**config.mk**
```make
export PLATFORM = sky130hd
export DESIGN_NAME = control_unit_multicycle
export DESIGN_NICKNAME = d
export VERILOG_FILES = /design/src/rtl/control_unit_multicycle_pkg.sv /design/src/rtl/control_unit_multicycle_mem_watchdog.sv /design/src/rtl/control_unit_multicycle.sv
export SDC_FILE = /design/constraint.sdc
export NUM_CORES = 1
export LEC_CHECK = 0
export CAP_MARGIN = 30
export CORE_ASPECT_RATIO = 0.7
export CORE_MARGIN = 4
export CORE_UTILIZATION = 41
export CTS_CLUSTER_DIAMETER = 200
export CTS_CLUSTER_SIZE = 20
export DETAILED_ROUTE_END_ITERATION = 12
export DONT_BUFFER_PORTS = 1
export GPL_TIMING_DRIVEN = 0
export PLACE_DENSITY = 0.54
export RECOVER_POWER = 100
export SETUP_SLACK_MARGIN = 0.3
export SKIP_CTS_REPAIR_TIMING = 1
export SLEW_MARGIN = 40
export SYNTH_ARGS = -nofsm -noshare
export SYNTH_HDL_FRONTEND = slang
export SYNTH_SLANG_ARGS = --single-unit
```
**constraint.sdc**
```tcl
create_clock -name clk -period 3.2 [get_ports clk]
set_input_delay 0.48 -clock clk [delete_from_list [all_inputs] [get_ports clk]]
set_output_delay 0.48 -clock clk [all_outputs]
set_load 0.02 [all_outputs]
```
**src/rtl/control_unit_multicycle_pkg.sv**
```systemverilog
// Shared opcodes, ALU operation codes, FSM state encodings and the control-strobe bundle
// for the multi-cycle MIPS32-modified control unit.
package control_unit_multicycle_pkg;

  localparam logic [5:0] OP_RTYPE = 6'b000000;
  localparam logic [5:0] OP_LW    = 6'b100011;
  localparam logic [5:0] OP_SW    = 6'b101011;
  localparam logic [5:0] OP_BEQ   = 6'b000100;
  localparam logic [5:0] OP_BNE   = 6'b000101;
  localparam logic [5:0] OP_ORI   = 6'b001101;
  localparam logic [5:0] OP_J     = 6'b000010;
  localparam logic [5:0] OP_JAL   = 6'b000011;
  localparam logic [5:0] OP_LUI   = 6'b001111;

  localparam logic [1:0] ALU_ADD   = 2'b00;
  localparam logic [1:0] ALU_SUB   = 2'b01;
  localparam logic [1:0] ALU_FUNCT = 2'b10;
  localparam logic [1:0] ALU_OR    = 2'b11;

  typedef enum logic [3:0] {
    S_RST    = 4'd0,
    S_FETCH  = 4'd1,
    S_DECODE = 4'd2,
    S_ADDR   = 4'd3,
    S_MEM_RD = 4'd4,
    S_MEM_WR = 4'd5,
    S_WB_MEM = 4'd6,
    S_EXEC_R = 4'd7,
    S_WB_R   = 4'd8,
    S_EXEC_I = 4'd9,
    S_WB_I   = 4'd10,
    S_BRANCH = 4'd11,
    S_FAULT  = 4'd12
  } state_t;

  typedef struct packed {
    logic       mem_req;
    logic       memRead;
    logic       memWrite;
    logic       iOrD;
    logic       pcWrite;
    logic       regDst;
    logic       aluSrc;
    logic       memToReg;
    logic       regWrite;
    logic       regWrite2;
    logic       branch;
    logic       branchN;
    logic       lui;
    logic       jump;
    logic       jal;
    logic [1:0] aluop;
    logic       fault;
  } ctrl_t;

  function automatic logic is_known_op(input logic [5:0] op);
    case (op)
      OP_RTYPE, OP_LW, OP_SW, OP_BEQ, OP_BNE, OP_ORI, OP_J, OP_JAL, OP_LUI: return 1'b1;
      default: return 1'b0;
    endcase
  endfunction

endpackage

```
**src/rtl/control_unit_multicycle_mem_watchdog.sv**
```systemverilog
// Memory-wait watchdog: counts consecutive stalled request cycles, pulses expire on the TIMEOUT-th one.
// Latency: expire is combinational in the stalling cycle; backpressure: none, observes the handshake only.
module control_unit_multicycle_mem_watchdog #(
  parameter int TIMEOUT = 15,
  parameter int TO_W    = 4
) (
  input  logic clk,
  input  logic rst_n,
  input  logic mem_req,
  input  logic mem_ready,
  output logic expire
);

  localparam logic [TO_W-1:0] LAST = (TIMEOUT > 0) ? TO_W'(TIMEOUT - 1) : '0;

  logic [TO_W-1:0] cnt;
  logic            stall;

  assign stall  = mem_req && !mem_ready;
  // Fires during the TIMEOUT-th stall so the FSM leaves on the edge the count would reach TIMEOUT.
  assign expire = (TIMEOUT != 0) && stall && (cnt == LAST);

  // mem_req drops whenever the FSM leaves a memory state, so !stall also covers the state exit.
  always_ff @(posedge clk or negedge rst_n) begin
    if (!rst_n) begin
      cnt <= '0;
    end else if (stall && !expire) begin
      cnt <= cnt + 1'b1;
    end else begin
      cnt <= '0;
    end
  end

endmodule

```
**src/rtl/control_unit_multicycle.sv**
```systemverilog
// Multi-cycle MIPS32-modified control FSM with memory handshake, watchdog fault and retire counter.
// Latency: registered Moore strobes, 2-5+ cycles per instruction; backpressure: stalls in memory states until mem_ready.
module control_unit_multicycle
  import control_unit_multicycle_pkg::*;
#(
  parameter int OP_W    = 6,
  parameter int TIMEOUT = 15,
  parameter int TO_W    = 4,
  parameter int CNT_W   = 32
) (
  input  logic             clk,
  input  logic             rst_n,
  input  logic [OP_W-1:0]  op,
  input  logic             mem_ready,
  output logic             mem_req,
  output logic             memRead,
  output logic             memWrite,
  output logic             iOrD,
  output logic             irWrite,
  output logic             pcWrite,
  output logic             regDst,
  output logic             aluSrc,
  output logic             memToReg,
  output logic             regWrite,
  output logic             regWrite2,
  output logic             branch,
  output logic             branchN,
  output logic             lui,
  output logic             jump,
  output logic             jal,
  output logic [1:0]       aluop,
  output logic             fault,
  output logic [3:0]       state,
  output logic [CNT_W-1:0] retired
);

  state_t          state_q, state_d;
  logic [OP_W-1:0] op_q, op_d;
  ctrl_t           ctrl_q;
  logic            ir_write;
  logic            expire;
  logic            retire;

  control_unit_multicycle_mem_watchdog #(
    .TIMEOUT (TIMEOUT),
    .TO_W    (TO_W)
  ) u_mem_watchdog (
    .clk       (clk),
    .rst_n     (rst_n),
    .mem_req   (ctrl_q.mem_req),
    .mem_ready (mem_ready),
    .expire    (expire)
  );

  assign ir_write = (state_q == S_FETCH) && mem_ready;
  assign op_d     = ir_write ? op : op_q;

  function automatic ctrl_t decode(input state_t s, input logic [OP_W-1:0] o);
    ctrl_t c;
    c = '0;
    case (s)
      S_FETCH: begin
        c.mem_req = 1'b1;
        c.memRead = 1'b1;
        c.aluop   = ALU_ADD;
      end
      S_DECODE: begin
        case (o)
          OP_J: begin
            c.jump    = 1'b1;
            c.pcWrite = 1'b1;
          end
          OP_JAL: begin
            c.jump     = 1'b1;
            c.jal      = 1'b1;
            c.regWrite = 1'b1;
            c.pcWrite  = 1'b1;
          end
          OP_LUI: begin
            c.lui      = 1'b1;
            c.regWrite = 1'b1;
          end
          default: c = '0;
        endcase
      end
      S_ADDR: begin
        c.aluSrc = 1'b1;
        c.aluop  = ALU_ADD;
      end
      S_MEM_RD: begin
        c.mem_req = 1'b1;
        c.memRead = 1'b1;
        c.iOrD    = 1'b1;
      end
      S_MEM_WR: begin
        c.mem_req  = 1'b1;
        c.memWrite = 1'b1;
        c.iOrD     = 1'b1;
      end
      S_WB_MEM: begin
        c.memToReg = 1'b1;
        c.regWrite = 1'b1;
      end
      S_EXEC_R: begin
        c.regDst = 1'b1;
        c.aluop  = ALU_FUNCT;
      end
      S_WB_R: begin
        c.regDst    = 1'b1;
        c.regWrite  = 1'b1;
        c.regWrite2 = 1'b1;
        c.aluop     = ALU_FUNCT;
      end
      S_EXEC_I: begin
        c.aluSrc = 1'b1;
        c.aluop  = ALU_OR;
      end
      S_WB_I: begin
        c.aluSrc   = 1'b1;
        c.regWrite = 1'b1;
        c.aluop    = ALU_OR;
      end
      S_BRANCH: begin
        c.aluop   = ALU_SUB;
        c.branch  = (o == OP_BEQ);
        c.branchN = (o == OP_BNE);
      end
      S_FAULT: c.fault = 1'b1;
      default: c = '0;
    endcase
    return c;
  endfunction

  always_comb begin
    state_d = state_q;
    case (state_q)
      S_RST:    state_d = S_FETCH;
      S_FETCH: begin
        if (expire)         state_d = S_FAULT;
        else if (mem_ready) state_d = S_DECODE;
      end
      S_DECODE: begin
        case (op_q)
          OP_LW, OP_SW:   state_d = S_ADDR;
          OP_BEQ, OP_BNE: state_d = S_BRANCH;
          OP_RTYPE:       state_d = S_EXEC_R;
          OP_ORI:         state_d = S_EXEC_I;
          default:        state_d = S_FETCH;
        endcase
      end
      S_ADDR:   state_d = (op_q == OP_LW) ? S_MEM_RD : S_MEM_WR;
      S_MEM_RD: begin
        if (expire)         state_d = S_FAULT;
        else if (mem_ready) state_d = S_WB_MEM;
      end
      S_MEM_WR: begin
        if (expire)         state_d = S_FAULT;
        else if (mem_ready) state_d = S_FETCH;
      end
      S_EXEC_R: state_d = S_WB_R;
      S_EXEC_I: state_d = S_WB_I;
      S_WB_MEM, S_WB_R, S_WB_I, S_BRANCH: state_d = S_FETCH;
      S_FAULT:  state_d = S_FAULT;
      default:  state_d = S_RST;
    endcase
  end

  // An instruction retires on the cycle that hands control back to FETCH; unknown opcodes do not count.
  assign retire = (state_d == S_FETCH)
               && !(state_q inside {S_RST, S_FETCH, S_FAULT})
               && !((state_q == S_DECODE) && !is_known_op(op_q));

  // Strobes are registered from the next state so they line up with state_q in the same cycle.
  always_ff @(posedge clk or negedge rst_n) begin
    if (!rst_n) begin
      state_q <= S_RST;
      op_q    <= '0;
      ctrl_q  <= '0;
      retired <= '0;
    end else begin
      state_q <= state_d;
      op_q    <= op_d;
      ctrl_q  <= decode(state_d, op_d);
      if (retire) retired <= retired + CNT_W'(1);
    end
  end

  assign mem_req   = ctrl_q.mem_req;
  assign memRead   = ctrl_q.memRead;
  assign memWrite  = ctrl_q.memWrite;
  assign iOrD      = ctrl_q.iOrD;
  assign irWrite   = ir_write;
  assign pcWrite   = ctrl_q.pcWrite | ir_write;
  assign regDst    = ctrl_q.regDst;
  assign aluSrc    = ctrl_q.aluSrc;
  assign memToReg  = ctrl_q.memToReg;
  assign regWrite  = ctrl_q.regWrite;
  assign regWrite2 = ctrl_q.regWrite2;
  assign branch    = ctrl_q.branch;
  assign branchN   = ctrl_q.branchN;
  assign lui       = ctrl_q.lui;
  assign jump      = ctrl_q.jump;
  assign jal       = ctrl_q.jal;
  assign aluop     = ctrl_q.aluop;
  assign fault     = ctrl_q.fault;
  assign state     = state_q;

endmodule

```
==> results.toml <==
[power_and_ir_drop]
p_leak_nw = 1.783
p_per_area_nw_per_um2 = 951.0
peakVddDrop_uv = 494.0
power.total_mw = 3.498

[worst_hold_path]
hold_path.class = "in2reg"
worstHoldPathCells = 1
min-delay-start = "op[5]"
whs_endpoint = "lui"

[worst_setup_path]
crit_buf_inv = 2
r2r_start = "state[2]"
cp_max_fo = 10
setup.worst_path.start_class = "flop"
cp-end-kind = "flop"
worstReg2RegEnd = "retired[6]"
crit_family = "simple AND/OR/NAND/NOR gates"
cp.required_ns = 3.41
r2r_cells = 8
crit_chain = "clkbuf_1, nor2_1, a2111oi_2, nor4_4, inv_1, nor4_2, nand4_1, xnor2_1"
slowest_delay_ns = 0.52
reg2reg_slack_ns = 0.36
arrival_ns = 3.05
path_class = "reg2reg"
worst_path_max_delay_cell = "dfrtp_1"

[timing]
slew_headroom_pct = -5.563
hold_violations = 0
setup_viol = 0
fin_skew_ns = 0.008330
rsz0062_at_grt = "no"
tightest_slew_ns = 1.583
period_needed_ns = 2.840
tns_ns = 0
period_share_pct = 88.75
fmaxAchievable_mhz = 352.1
slew_viol_final = 64

[route]
routedWlPerCell_um = 18.58
ant_nets = 0
vias = 2538
firstDrtPassIters = 4
drcViolationCount = 0
first_iter_violations = 160
viasPerCell = 5.703
routed_wl_um = 8267

[die]
initial_core_util_pct = 42.54
die_area_sq_um = 9776
coreArea_sq_um = 7939
die_h_um = 83.93
rows = 27
die_w_um = 116.5
io_pins = 64

[logic_synthesis]
yosysMostFrequentCell = "dfrtp_1"
ys_seq_elements = 63
synth_cells = 325
synth_edf_count = 0
synth_common_cells = "dfrtp_1, nand2_1, xor2_1"
ys_types = 57
ys_warn_count = 0
syn_nets = 337
ys_top_cells_by_area = "dfrtp_1, nor4_2, xor2_1, nand2_1, nand4_1"
ys_async_sr_fraction_pct = 100.0
synth_top_area_cell = "dfrtp_1"
ys_seq_area_share_pct = 46.68
synth_area_sq_um = 3377
synth_top_area_share_pct = 46.68
synth_ff_type = "dfrtp_1"
syn_area_per_cell_sq_um = 10.39

[outcome]
violations = "max-capacitance violations, max-slew violations"
status = "finished, violations left"

[global_route]
grt_pass1_wl_um = 13410
grt_overflow_total = 0
grt_pass1_vias = 2463
grt_max_degree = 64
grt.total_usage_pct = 17.82
antenna_found_initial = 0

[placement]
port-buffer-count = 0
dp_hpwl_um = 5806
routabilityCongestion = 0.8097
dp.cells = 426

[finish]
syn_to_final_growth_pct = 8.929
drive_above_1_share_pct = 11.92
nets = 352
final_cells = 445
antenna_cells = 0

[clocking]
cts.clk_slew.worst_paths_ns = 0.05
clock_sinks = 63
clockBufferDepth = 2
cts-root-buf = "clkbuf_16"
htreeDepth = 3
cts_tree = "built"
numCtsBuffers = 9
clock_latency_ns = 0.33

[flow_run]
max_cap_violations = 1
==> cell type report <==
class / count / area [sq um]
plain buffers: 17 / 93.84
flip-flops and latches: 63 / 1577
inverters: 7 / 26.28
clock inverters: 5 / 25.02
multi-input cells: 238 / 1568
fillers: 756 / 4260
well taps: 101 / 126.4
repair buffers: 4 / 23.77
clock buffers: 10 / 239.0
==> worst max path at each step <==
stage / from / end / slack (ns) / depth (start not counted)
floorplan: state[3] / retired[1] / 0.83 / 8
global placement: state[2] / retired[28] / 0.20 / 8
detailed placement: state[2] / retired[28] / 0.42 / 7
CTS: state[2] / retired[28] / 0.43 / 7
global route: state[2] / retired[6] / 0.18 / 8
finish: state[2] / retired[6] / 0.36 / 8
==> layout by cell type, fill, tap and decap left out, drive strengths merged, types with 7 or more instances in the layout <==
cell type / count
and3: 7
buf: 8
clkbuf: 23
dfrtp: 63
inv: 7
nand2: 34
nand2b: 8
nand3: 19
nand4: 17
nor2: 21
nor4: 29
xnor2: 7
xor2: 27
==> sequential cells by signal, indices dropped and copies added (netlist names), 2 cells and up <==
signal	count
op_q	6
aluop	2
u_mem_watchdog.cnt	4
state	4
retired	32
==> power breakdown <==
part | internal [mW] | leakage, nW | switching (mW) | total, mW
Combinational | 0.485 | 0.795 | 0.904 | 1.39
Sequential | 0.942 | 0.851 | 0.303 | 1.25
Clock | 0.532 | 0.138 | 0.331 | 0.863
Total | 1.96 | 1.78 | 1.54 | 3.50
==> metal layers <==
layer | vias to the layer above | track usage [%] | wire length (um)
met5 | - | 0 | 0
met4 | 0 | 5.374 | 88
met3 | 8 | 7.899 | 648
met2 | 70 | 22.33 | 3297
met1 | 1252 | 26.89 | 4232
li1 | 1208 | - | -
==> worst reg2reg max path: cells and delay by family, from the launching register on <==
kind                      cells  cell delay (ns)
and+or+nand+nor               4             1.39
DFF                           1             0.52
buffers and inverters         2             0.51
xor gates and xnor gates      1             0.16
AOI/OAI and AO/OA             1             0.12
==> logic make-up (layout without fill, tap and decap cells) <==
group	count (synthesis)	in the layout	share of synthesized area, %
flip-flops	63	63	46.68
buffers and inverters	24	43	3.816
AND/OR/NAND/NOR	175	175	33.90
adder cells (fa/ha/maj)	3	3	1.112
XOR/XNOR	34	34	8.818
AO/OA/AOI/OAI	24	24	5.039
multiplexers	2	2	0.6299
==> per-stage QoR <==
step / hold slack, ns / setup WS, ns / cell area (sq um) / util [%]
6_report: 0.2419 / 0.3601 / 3679 / 46.34
5_1_grt: 0.2293 / 0.1770 / 3679 / 46.34
4_1_cts: -0.1714 / 0.4284 / 3769 / 47.47
3_5_place_dp: 0.1874 / 0.4244 / 3505 / 44.15
3_3_place_gp: 0.1870 / 0.1989 / 3503 / 44.13
2_1_floorplan: 0.1844 / 0.8257 / 3377 / -
Power figures use the tool's default switching activity.
